`src/rtl/apb_bridge_pkg.sv`:
```
// Shared types for the AHB-to-APB bridge controller: FSM state encoding and bus width defaults.
// Latency: n/a (types and helpers only).
// Backpressure: n/a.
package apb_bridge_pkg;

    localparam int ADDR_W_DEF = 32;
    localparam int DATA_W_DEF = 32;
    localparam int NSEL_DEF   = 3;

    typedef enum logic [2:0] {
        ST_IDLE     = 3'd0,
        ST_WWAIT    = 3'd1,
        ST_READ     = 3'd2,
        ST_WRITE    = 3'd3,
        ST_WRITEP   = 3'd4,
        ST_RENABLE  = 3'd5,
        ST_WENABLE  = 3'd6,
        ST_WENABLEP = 3'd7
    } state_t;

    // True for the three APB ENABLE-phase states.
    function automatic logic is_enable_st(input state_t s);
        return (s == ST_RENABLE) || (s == ST_WENABLE) || (s == ST_WENABLEP);
    endfunction

endpackage

```
`src/rtl/apb_sel_pipe.sv`:
```
// Two-stage delay of the decoded peripheral select, tracking the AHB address pipeline registers.
// Latency: sel1 = tempsel delayed 1 accepted cycle, sel2 = delayed 2 accepted cycles.
// Backpressure: both stages freeze while en (h_readyout) is low, exactly like h_addr1/h_addr2.
// Ports: h_clk, h_reset (sync, active-high), en, tempsel in; sel1, sel2 out.
module apb_sel_pipe #(
    parameter int NSEL = 3
) (
    input  logic            h_clk,
    input  logic            h_reset,
    input  logic            en,
    input  logic [NSEL-1:0] tempsel,
    output logic [NSEL-1:0] sel1,
    output logic [NSEL-1:0] sel2
);

    always_ff @(posedge h_clk) begin
        if (h_reset) begin
            sel1 <= '0;
            sel2 <= '0;
        end else if (en) begin
            sel1 <= tempsel;
            sel2 <= sel1;
        end
    end

endmodule

```
`src/rtl/apb_bridge_ctrl.sv`:
```
// APB-side sequencer of the AHB-to-APB bridge: turns decoded AHB transfers into APB SETUP/ENABLE phases.
// Latency: read = SETUP + ENABLE (2 cycles); write = WWAIT + SETUP + ENABLE (3 cycles from address phase).
// Backpressure: h_readyout low during every SETUP phase (and, with APB_PREADY_EN, while p_ready is low in ENABLE).
// Ports: h_clk, h_reset, valid, h_write, writereg, h_addr/h_addr1/h_addr2, h_wdata/h_wdata1, tempsel,
//        p_rdata, p_ready in; h_readyout, h_rdata, p_sel, p_enable, p_write, p_addr, p_wdata out.
// Optional feature macro: APB_PREADY_EN (APB wait states via p_ready; ignored when undefined).
module apb_bridge_ctrl
    import apb_bridge_pkg::*;
#(
    parameter int ADDR_W = ADDR_W_DEF,
    parameter int DATA_W = DATA_W_DEF,
    parameter int NSEL   = NSEL_DEF
) (
    input  logic              h_clk,
    input  logic              h_reset,
    input  logic              valid,
    input  logic              h_write,
    input  logic              writereg,
    input  logic [ADDR_W-1:0] h_addr,
    input  logic [ADDR_W-1:0] h_addr1,
    input  logic [ADDR_W-1:0] h_addr2,
    input  logic [DATA_W-1:0] h_wdata,
    input  logic [DATA_W-1:0] h_wdata1,
    input  logic [NSEL-1:0]   tempsel,
    input  logic [DATA_W-1:0] p_rdata,
    input  logic              p_ready,
    output logic              h_readyout,
    output logic [DATA_W-1:0] h_rdata,
    output logic [NSEL-1:0]   p_sel,
    output logic              p_enable,
    output logic              p_write,
    output logic [ADDR_W-1:0] p_addr,
    output logic [DATA_W-1:0] p_wdata
);

    state_t          state;
    state_t          state_nxt;
    logic [NSEL-1:0] sel1;
    logic [NSEL-1:0] sel2;
    logic            readyout_q;
    logic            in_enable;
    logic            enable_done;   // current ENABLE phase completes at this edge

    assign in_enable = is_enable_st(state);

`ifdef APB_PREADY_EN
    assign enable_done = p_ready;
    // Stall AHB for exactly the cycles the peripheral inserts wait states.
    assign h_readyout  = readyout_q & ~(in_enable & ~p_ready);
`else
    logic unused_p_ready;
    assign unused_p_ready = p_ready;
    assign enable_done    = 1'b1;
    assign h_readyout     = readyout_q;
`endif

    // A malformed decode (no bit or several bits set) must not select any peripheral.
    function automatic logic [NSEL-1:0] sel_filter(input logic [NSEL-1:0] s);
        return $onehot(s) ? s : '0;
    endfunction

    function automatic state_t next_state(input state_t cur, input logic vld, input logic wr_now,
                                          input logic wr_reg, input logic done);
        state_t fresh;
        fresh = !vld ? ST_IDLE : (wr_now ? ST_WWAIT : ST_READ);
        case (cur)
            ST_IDLE:     return fresh;
            ST_WWAIT:    return vld ? ST_WRITEP : ST_WRITE;
            ST_READ:     return ST_RENABLE;
            ST_WRITEP:   return ST_WENABLEP;
            ST_WRITE:    return vld ? ST_WENABLEP : ST_WENABLE;
            ST_RENABLE:  return done ? fresh : cur;
            ST_WENABLE:  return done ? fresh : cur;
            // Pipelined write completes: next is the queued read or the next write.
            ST_WENABLEP: return !done ? cur : (!wr_reg ? ST_READ : (vld ? ST_WRITEP : ST_WRITE));
            default:     return ST_IDLE;
        endcase
    endfunction

    assign state_nxt = next_state(state, valid, h_write, writereg, enable_done);

    apb_sel_pipe #(.NSEL(NSEL)) u_sel_pipe (
        .h_clk   (h_clk),
        .h_reset (h_reset),
        .en      (h_readyout),
        .tempsel (tempsel),
        .sel1    (sel1),
        .sel2    (sel2)
    );

    // Outputs are registered from the state being entered.
    always_ff @(posedge h_clk) begin
        if (h_reset) begin
            state      <= ST_IDLE;
            p_sel      <= '0;
            p_enable   <= 1'b0;
            p_write    <= 1'b0;
            p_addr     <= '0;
            p_wdata    <= '0;
            h_rdata    <= '0;
            readyout_q <= 1'b1;
        end else begin
            state <= state_nxt;
            if ((state == ST_RENABLE) && enable_done) begin
                h_rdata <= p_rdata;
            end
            case (state_nxt)
                ST_READ: begin
                    p_sel      <= sel_filter(tempsel);
                    p_addr     <= h_addr;
                    p_write    <= 1'b0;
                    p_enable   <= 1'b0;
                    readyout_q <= 1'b0;
                end
                ST_WRITE: begin
                    p_sel      <= sel_filter(sel1);
                    p_addr     <= h_addr1;
                    p_wdata    <= h_wdata;
                    p_write    <= 1'b1;
                    p_enable   <= 1'b0;
                    readyout_q <= 1'b0;
                end
                ST_WRITEP: begin
                    p_sel      <= sel_filter(sel2);
                    p_addr     <= h_addr2;
                    p_wdata    <= h_wdata1;
                    p_write    <= 1'b1;
                    p_enable   <= 1'b0;
                    readyout_q <= 1'b0;
                end
                ST_RENABLE, ST_WENABLE, ST_WENABLEP: begin
                    p_enable   <= 1'b1;
                    readyout_q <= 1'b1;
                end
                default: begin
                    // IDLE / WWAIT: deselect, keep last address and data on the bus.
                    p_sel      <= '0;
                    p_enable   <= 1'b0;
                    readyout_q <= 1'b1;
                end
            endcase
        end
    end

endmodule

```
`config.mk`:
```
export PLATFORM = sky130hd
export DESIGN_NAME = apb_bridge_ctrl
export DESIGN_NICKNAME = d
export VERILOG_FILES = /design/src/rtl/apb_bridge_pkg.sv /design/src/rtl/apb_sel_pipe.sv /design/src/rtl/apb_bridge_ctrl.sv
export SDC_FILE = /design/constraint.sdc
export NUM_CORES = 1
export LEC_CHECK = 0
export ABC_CLOCK_PERIOD_IN_PS = 1900
export CORE_MARGIN = 8
export CORE_UTILIZATION = 28
export DETAILED_ROUTE_END_ITERATION = 16
export DONT_BUFFER_PORTS = 1
export PLACE_DENSITY_LB_ADDON = 0.15
export SLEW_MARGIN = 5
export SYNTH_ARGS = -nofsm -noshare
export SYNTH_HDL_FRONTEND = slang
export SYNTH_SLANG_ARGS = --single-unit
```
`constraint.sdc`:
```
create_clock -name h_clk -period 1.9 [get_ports h_clk]
set_input_delay 0.38 -clock h_clk [delete_from_list [all_inputs] [get_ports h_clk]]
set_output_delay 0.38 -clock h_clk [all_outputs]
set_load 0.02 [all_outputs]
```
-- Yosys cells after proc, flatten, opt, wreduce, memory -nomap -nowiden
Index checks and enable logic that the tools add are counted.
- input bits: 201
- output and inout port bits: 102
- word-level logic and storage cells: 55
- register bits: 111
- reductions and logical operators: 8
- add/sub/neg operators: 6
- equal/unequal tests: 16
- muxes and demuxes: 15
- operator list (cell ; count):
    $pmux W32 S3 ; 1
    $pmux W32 S2 ; 1
    $eq A3 B3 Y1 const B ; 8
    $pmux W3 S6 ; 1
    $mux W3 ; 5
    $eq A3 B2 Y1 const B ; 4
    $pmux W3 S4 ; 1
    $reduce_or A3 Y1 ; 3
    $add A1 B1 Y2 ; 3
    $add A2 B1 Y2 ; 3
    $eq A2 B1 Y1 const B ; 3
    $mux W2 ; 2
    $reduce_bool A2 Y1 ; 2
    $eq A3 B1 Y1 const B ; 1
    $logic_not A3 Y1 ; 1
    $mux W1 ; 3
    $reduce_bool A3 Y1 ; 1
    $pmux W1 S2 ; 1
    $reduce_or A2 Y1 ; 1

-- Depth between registers and ports, before layout
- depth after elaboration: 6
- depth in mapped cells: 9
- depth with buffers taken out: 6

-- Cells and area by module
Synthesis repeated with hierarchy kept, for this count alone.
- cell total of the unflattened synthesis: 573
- area, all modules: 5049.8 µm²
- modules (own cells, without submodules) (module ; instances ; cells an instance ; area an instance (µm²) ; sequential area each (µm²)):
    apb_bridge_ctrl ; 1 ; 554 ; 4835.9 ; 2102.0
    apb_sel_pipe ; 1 ; 19 ; 214.0 ; 120.1

-- Least setup slack after synthesis
No wires, ideal clock.
- kind: register to register
- from: register state[1]
- to: register p_addr[12]
- period minus slack after synthesis: 1732 ps
- setup time: 128 ps
- buffers on the path: 4
- path slack: 168 ps
- stages on the path, launching flop included: 10
- data required time: 1772 ps
- arrival time: 1605 ps
- cells stage by stage: dfxtp_1 -> buf_6 -> or2_1 -> buf_6 -> a21bo_1 -> buf_6 -> buf_6 -> a22oi_1 -> o221a_1 -> nor2_1
- word-level cells in the longest chain between the ends: 5
- elaborated cells between the ends (all ways): 15
- classes of those cells: 10 x eq/ne; 2 x mux; 3 x reduce/logical
- RTL lines (what ; RTL line ; text):
    start, declared ; apb_bridge_ctrl.sv:36 ; state_t state;
    start signal, assigned ; apb_bridge_ctrl.sv:103 ; state <= state_nxt;
    $eq A3 B3 Y1 or $logic_not A3 Y1 (tied branches) ; apb_bridge_ctrl.sv:66 ; case (cur)
    $reduce_or A3 Y1 (no line) ; -- ;
    $pmux W3 S6 (*) ; apb_bridge_ctrl.sv:66 ;
    $eq A3 B3 Y1 or $eq A3 B2 Y1 (tied branches) ; apb_bridge_ctrl.sv:107 ; case (state_nxt)
    $pmux W32 S3 or $reduce_bool A3 Y1 (tied branches) ; -- ;
    end signal, assigned ; apb_bridge_ctrl.sv:110 ; p_addr <= h_addr;
    end signal, assigned ; apb_bridge_ctrl.sv:117 ; p_addr <= h_addr1;
    end signal, assigned ; apb_bridge_ctrl.sv:125 ; p_addr <= h_addr2;
    end, declared ; apb_bridge_ctrl.sv:32 ; output logic [ADDR_W-1:0] p_addr,
Every way passes the cells marked *; elsewhere a longest branch is shown, timed or not.
A chain may end at the register's enable or synchronous reset.

-- Final worst setup path
- from: register state[2]
- to: register p_wdata[3]
- word-level cells in the longest chain between the ends: 5
- elaborated cells between the ends (all ways): 14
- classes of those cells: 9 x eq/ne; 2 x mux; 3 x reduce/logical
- RTL lines (what ; RTL line ; text):
    $eq A3 B3 Y1 or $logic_not A3 Y1 (tied branches) ; apb_bridge_ctrl.sv:66 ;
    $reduce_or A3 Y1 (no line) ; -- ;
    $pmux W3 S6 (*) ; apb_bridge_ctrl.sv:66 ;
    $eq A3 B3 Y1 or $eq A3 B2 Y1 (tied branches) ; apb_bridge_ctrl.sv:107 ;
    $pmux W32 S2 or $reduce_bool A2 Y1 (tied branches) ; -- ;
    end signal, assigned ; apb_bridge_ctrl.sv:118 ; p_wdata <= h_wdata;
    end signal, assigned ; apb_bridge_ctrl.sv:126 ; p_wdata <= h_wdata1;
    end, declared ; apb_bridge_ctrl.sv:33 ; output logic [DATA_W-1:0] p_wdata
Marks and branches as above.

==> flow_summary.yaml <==
route:
  drc: 0
  ant_nets: 0
  initialDrtViolationCount: 259
  detail_route.vias_per_cell: 5.31
  via_count: 4538
  first_pass_iters: 5
  wl_met3_um: 1870
  top_layer: "met4"
  met1Wirelength_um: 6940
  wl_per_cell_um: 21.2
  routed_wl_um: 18100
  wl_met2_um: 9040
critical_path:
  start_kind: "register"
  endpoint_kind: "register"
  worstSetupPathType: "reg -> reg"
  reg2reg_depth: 6
  crit-reg2reg-capture: "p_wdata[3]$_SDFFE_PP0N_"
  critPathArrivalTime_ns: 2.06
  path_max_fanout: 32
  ff2ff_setup_slack_ns: 0.10
  required_ns: 2.16
  rr_startpoint: "state[2]$_SDFF_PP0_"
yosys:
  synth_fa_ha_area_frac: 0.0117
  synth_compound_area_frac: 0.243
  muxShareOfSynthArea: 0.0180
  synth.top_cell.area_share: 0.431
  synth-simple-area-share: 0.227
  synth_xor_xnor_area_share: 0
  ys_async_sr_fraction: 0
  synthFlopType: "dfxtp_1"
  synth_seq_area_share: 0.431
  synth_edf_count: 0
  yosys_warnings: 0
  synth_seq_cells: 111
  synth_top_family_by_area: "compound AO/OA/AOI/OAI gates"
  synth_cell_types: 43
  syn_area_um2: 5150
  synth_area_leaders: "dfxtp_1, nand2_1, a311oi_1, o221a_1, nor2_1"
  syn_area_per_cell_um2: 7.99
  yosysTopAreaCell: "dfxtp_1"
  syn_nets: 849
  syn_inst: 645
pwr:
  p_per_area_nw_per_um2: 1430
  ir_drop_mv: 0.471
  p_leak_nw: 2.00
final_layout:
  stdcell_count: 854
  fillers: 1905
  drive_gt1_frac: 0.0880
  multi_input_area_um2: 2590
  areaGrowthSynthToFinish_pct: 11.9
  ff_latch_area_um2: 2220
  nets: 825
  insertedDiodeCount: 0
sta:
  max_clock_freq_mhz: 557
  setup_viol: 0
  min_period_ns: 1.80
  finalMaxSlewViolations: 0
  slew_headroom: 0.616
  tns_ns: 0
  hold_viol: 0
  finClkSkew_ns: 0.00995
  worst_pin_slew_ns: 0.575
  finalCritPeriodShare: 0.945
clocking:
  clk_latency_ns: 0.35
  cts_tree: "done"
  clock-root-buffer: "clkbuf_16"
  cts.sinks: 111
  htreeDepth: 3
  clk_pin_slew_ns: 0.08
  cts_hold_buf: 0
  clk_path_buf_depth: 2
  cts_inserted_buffers: 9
placement:
  dp_hpwl_um: 13000
  gp_congestion: 0.748
  port_buffers: 0
  numPlacedInstances: 836
grt:
  grt_pass1_vias: 4555
  grt_remaining_overflow: 0
  grt_max_degree: 109
  antenna_found_initial: 0
  grtUsageTotal: 0.141
  grt_pass1_wl_um: 25400
floorplanning:
  core_area_um2: 18000
  start_util: 0.286
  ioPinCount: 303
  die_x_um: 152
  dieArea_um2: 23000
  rows: 49
  die_h_um: 152
min_path:
  hold_class: "in -> reg"
  worstHoldPathCells: 1
  hold-path-endpoint: "h_rdata[10]$_SDFFE_PP0P_"
  hp-start: "h_reset"
status:
  status: "complete, no violations"
run:
  maxCapViolCount: 0
==> flip-flops by register name, indices dropped and copies added (netlist names) <==
register,cells
p_write,1
u_sel_pipe.sel1,3
u_sel_pipe.sel2,3
state,3
p_sel,3
p_addr,32
p_enable,1
h_readyout,1
h_rdata,32
p_wdata,32
==> cells by family (layout without fill, tap and decap cells) <==
family / count (synthesis) / in the layout
buffers and inverters: 71 / 51
adders and majority gates: 3 / 3
AOI/OAI and AO/OA: 159 / 159
DFF: 111 / 111
and+or+nand+nor: 292 / 292
muxes: 9 / 9
==> power by group <==
| group | leakage [nW] | internal, mW | switching [mW] |
|---|---|---|---|
| sequential | 0.907 | 2.81 | 0.931 |
| clock | 0.150 | 1.07 | 0.888 |
| combinational | 0.940 | 1.16 | 1.38 |
==> metrics by stage <==
step	util	power (mW)	hold slack (ns)	setup WS, ns	area (um2)
after floorplan	-	5.61	0.483	0.168	5150
after global placement	0.299	6.19	0.462	0.153	5390
after detailed placement	0.299	6.25	0.464	0.133	5390
after CTS	0.316	8.25	0.0786	0.121	5700
after global routing	0.320	8.78	0.0712	-0.0148	5770
final	0.320	8.23	0.0937	0.104	5770
==> Yosys cell counts, types with 3 or more instances <==
| master | number |
|---|---|
| fa_1 | 3 |
| a311oi_1 | 32 |
| inv_1 | 12 |
| nand2_1 | 196 |
| dfxtp_1 | 111 |
| o221a_1 | 24 |
| o21ai_1 | 4 |
| nand2b_1 | 3 |
| nor2_1 | 70 |
| buf_2 | 18 |
| clkbuf_1 | 28 |
| or2_1 | 7 |
| a21oi_1 | 44 |
| buf_6 | 7 |
| a22oi_1 | 33 |
| buf_4 | 4 |
| mux2i_1 | 7 |
| nor2b_1 | 5 |
| a22oi_2 | 4 |
| o221a_2 | 3 |
==> worst max-delay path, cell delays in order, from the launching register on <==
cell	delay [ns]
dfxtp_1	0.34
or2_1	0.30
buf_4	0.19
a21oi_4	0.25
clkbuf_16	0.29
nand2_1	0.07
a311oi_1	0.25
==> cell usage in the layout (no fill, tap or decap), drive strengths merged, types with 3 or more instances in the layout <==
cell type / netlist / routed
mux2i: 7 / 7
a22oi: 37 / 37
o221a: 27 / 27
inv: 12 / 14
or2: 7 / 7
o21ai: 6 / 6
a21oi: 45 / 45
dfxtp: 111 / 111
nor2: 70 / 70
nand2b: 3 / 3
a311oi: 32 / 32
nand2: 196 / 196
nor2b: 5 / 5
nor3: 3 / 3
clkbuf: 28 / 13
buf: 31 / 21
fa: 3 / 3
==> repair_timing <==
item                       4_1_cts  5_1_grt
setup endpoints to repair        0        1
buffers inserted                 0        0
resized for setup                0        0
==> how the worst max path moves through the flow <==
stage | startpoint | endpoint | slack (ns) | depth (start not counted)
after global placement | state[2]$_SDFF_PP0_ | p_addr[21]$_SDFFE_PP0P_ | 0.15 | 6
final | state[2]$_SDFF_PP0_ | p_wdata[3]$_SDFFE_PP0N_ | 0.10 | 6
after floorplan | state[1]$_SDFF_PP0_ | p_addr[12]$_SDFFE_PP0P_ | 0.17 | 9
after CTS | state[2]$_SDFF_PP0_ | p_addr[11]$_SDFFE_PP0P_ | 0.12 | 6
after detailed placement | state[2]$_SDFF_PP0_ | p_addr[11]$_SDFFE_PP0P_ | 0.13 | 6
after global routing | state[1]$_SDFF_PP0_ | p_wdata[19]$_SDFFE_PP0N_ | -0.01 | 7
==> cell type report <==
cell class,count,share of cell area
clock buffers,10,0.0414
clock inverters,5,0.0113
inverters,12,0.00781
multi-input cells,463,0.449
flip-flops and latches,111,0.385
well taps,229,0.0497
repair buffers,24,0.0555
==> layer usage <==
| layer | vias to the layer above | track usage |
|---|---|---|
| met3 | 16 | 0.0517 |
| met5 | - | 0 |
| li1 | 2172 | - |
| met4 | 0 | 0.0456 |
| met1 | 2116 | 0.162 |
| met2 | 234 | 0.240 |
Note: power is estimated with default switching activity, not from simulation.
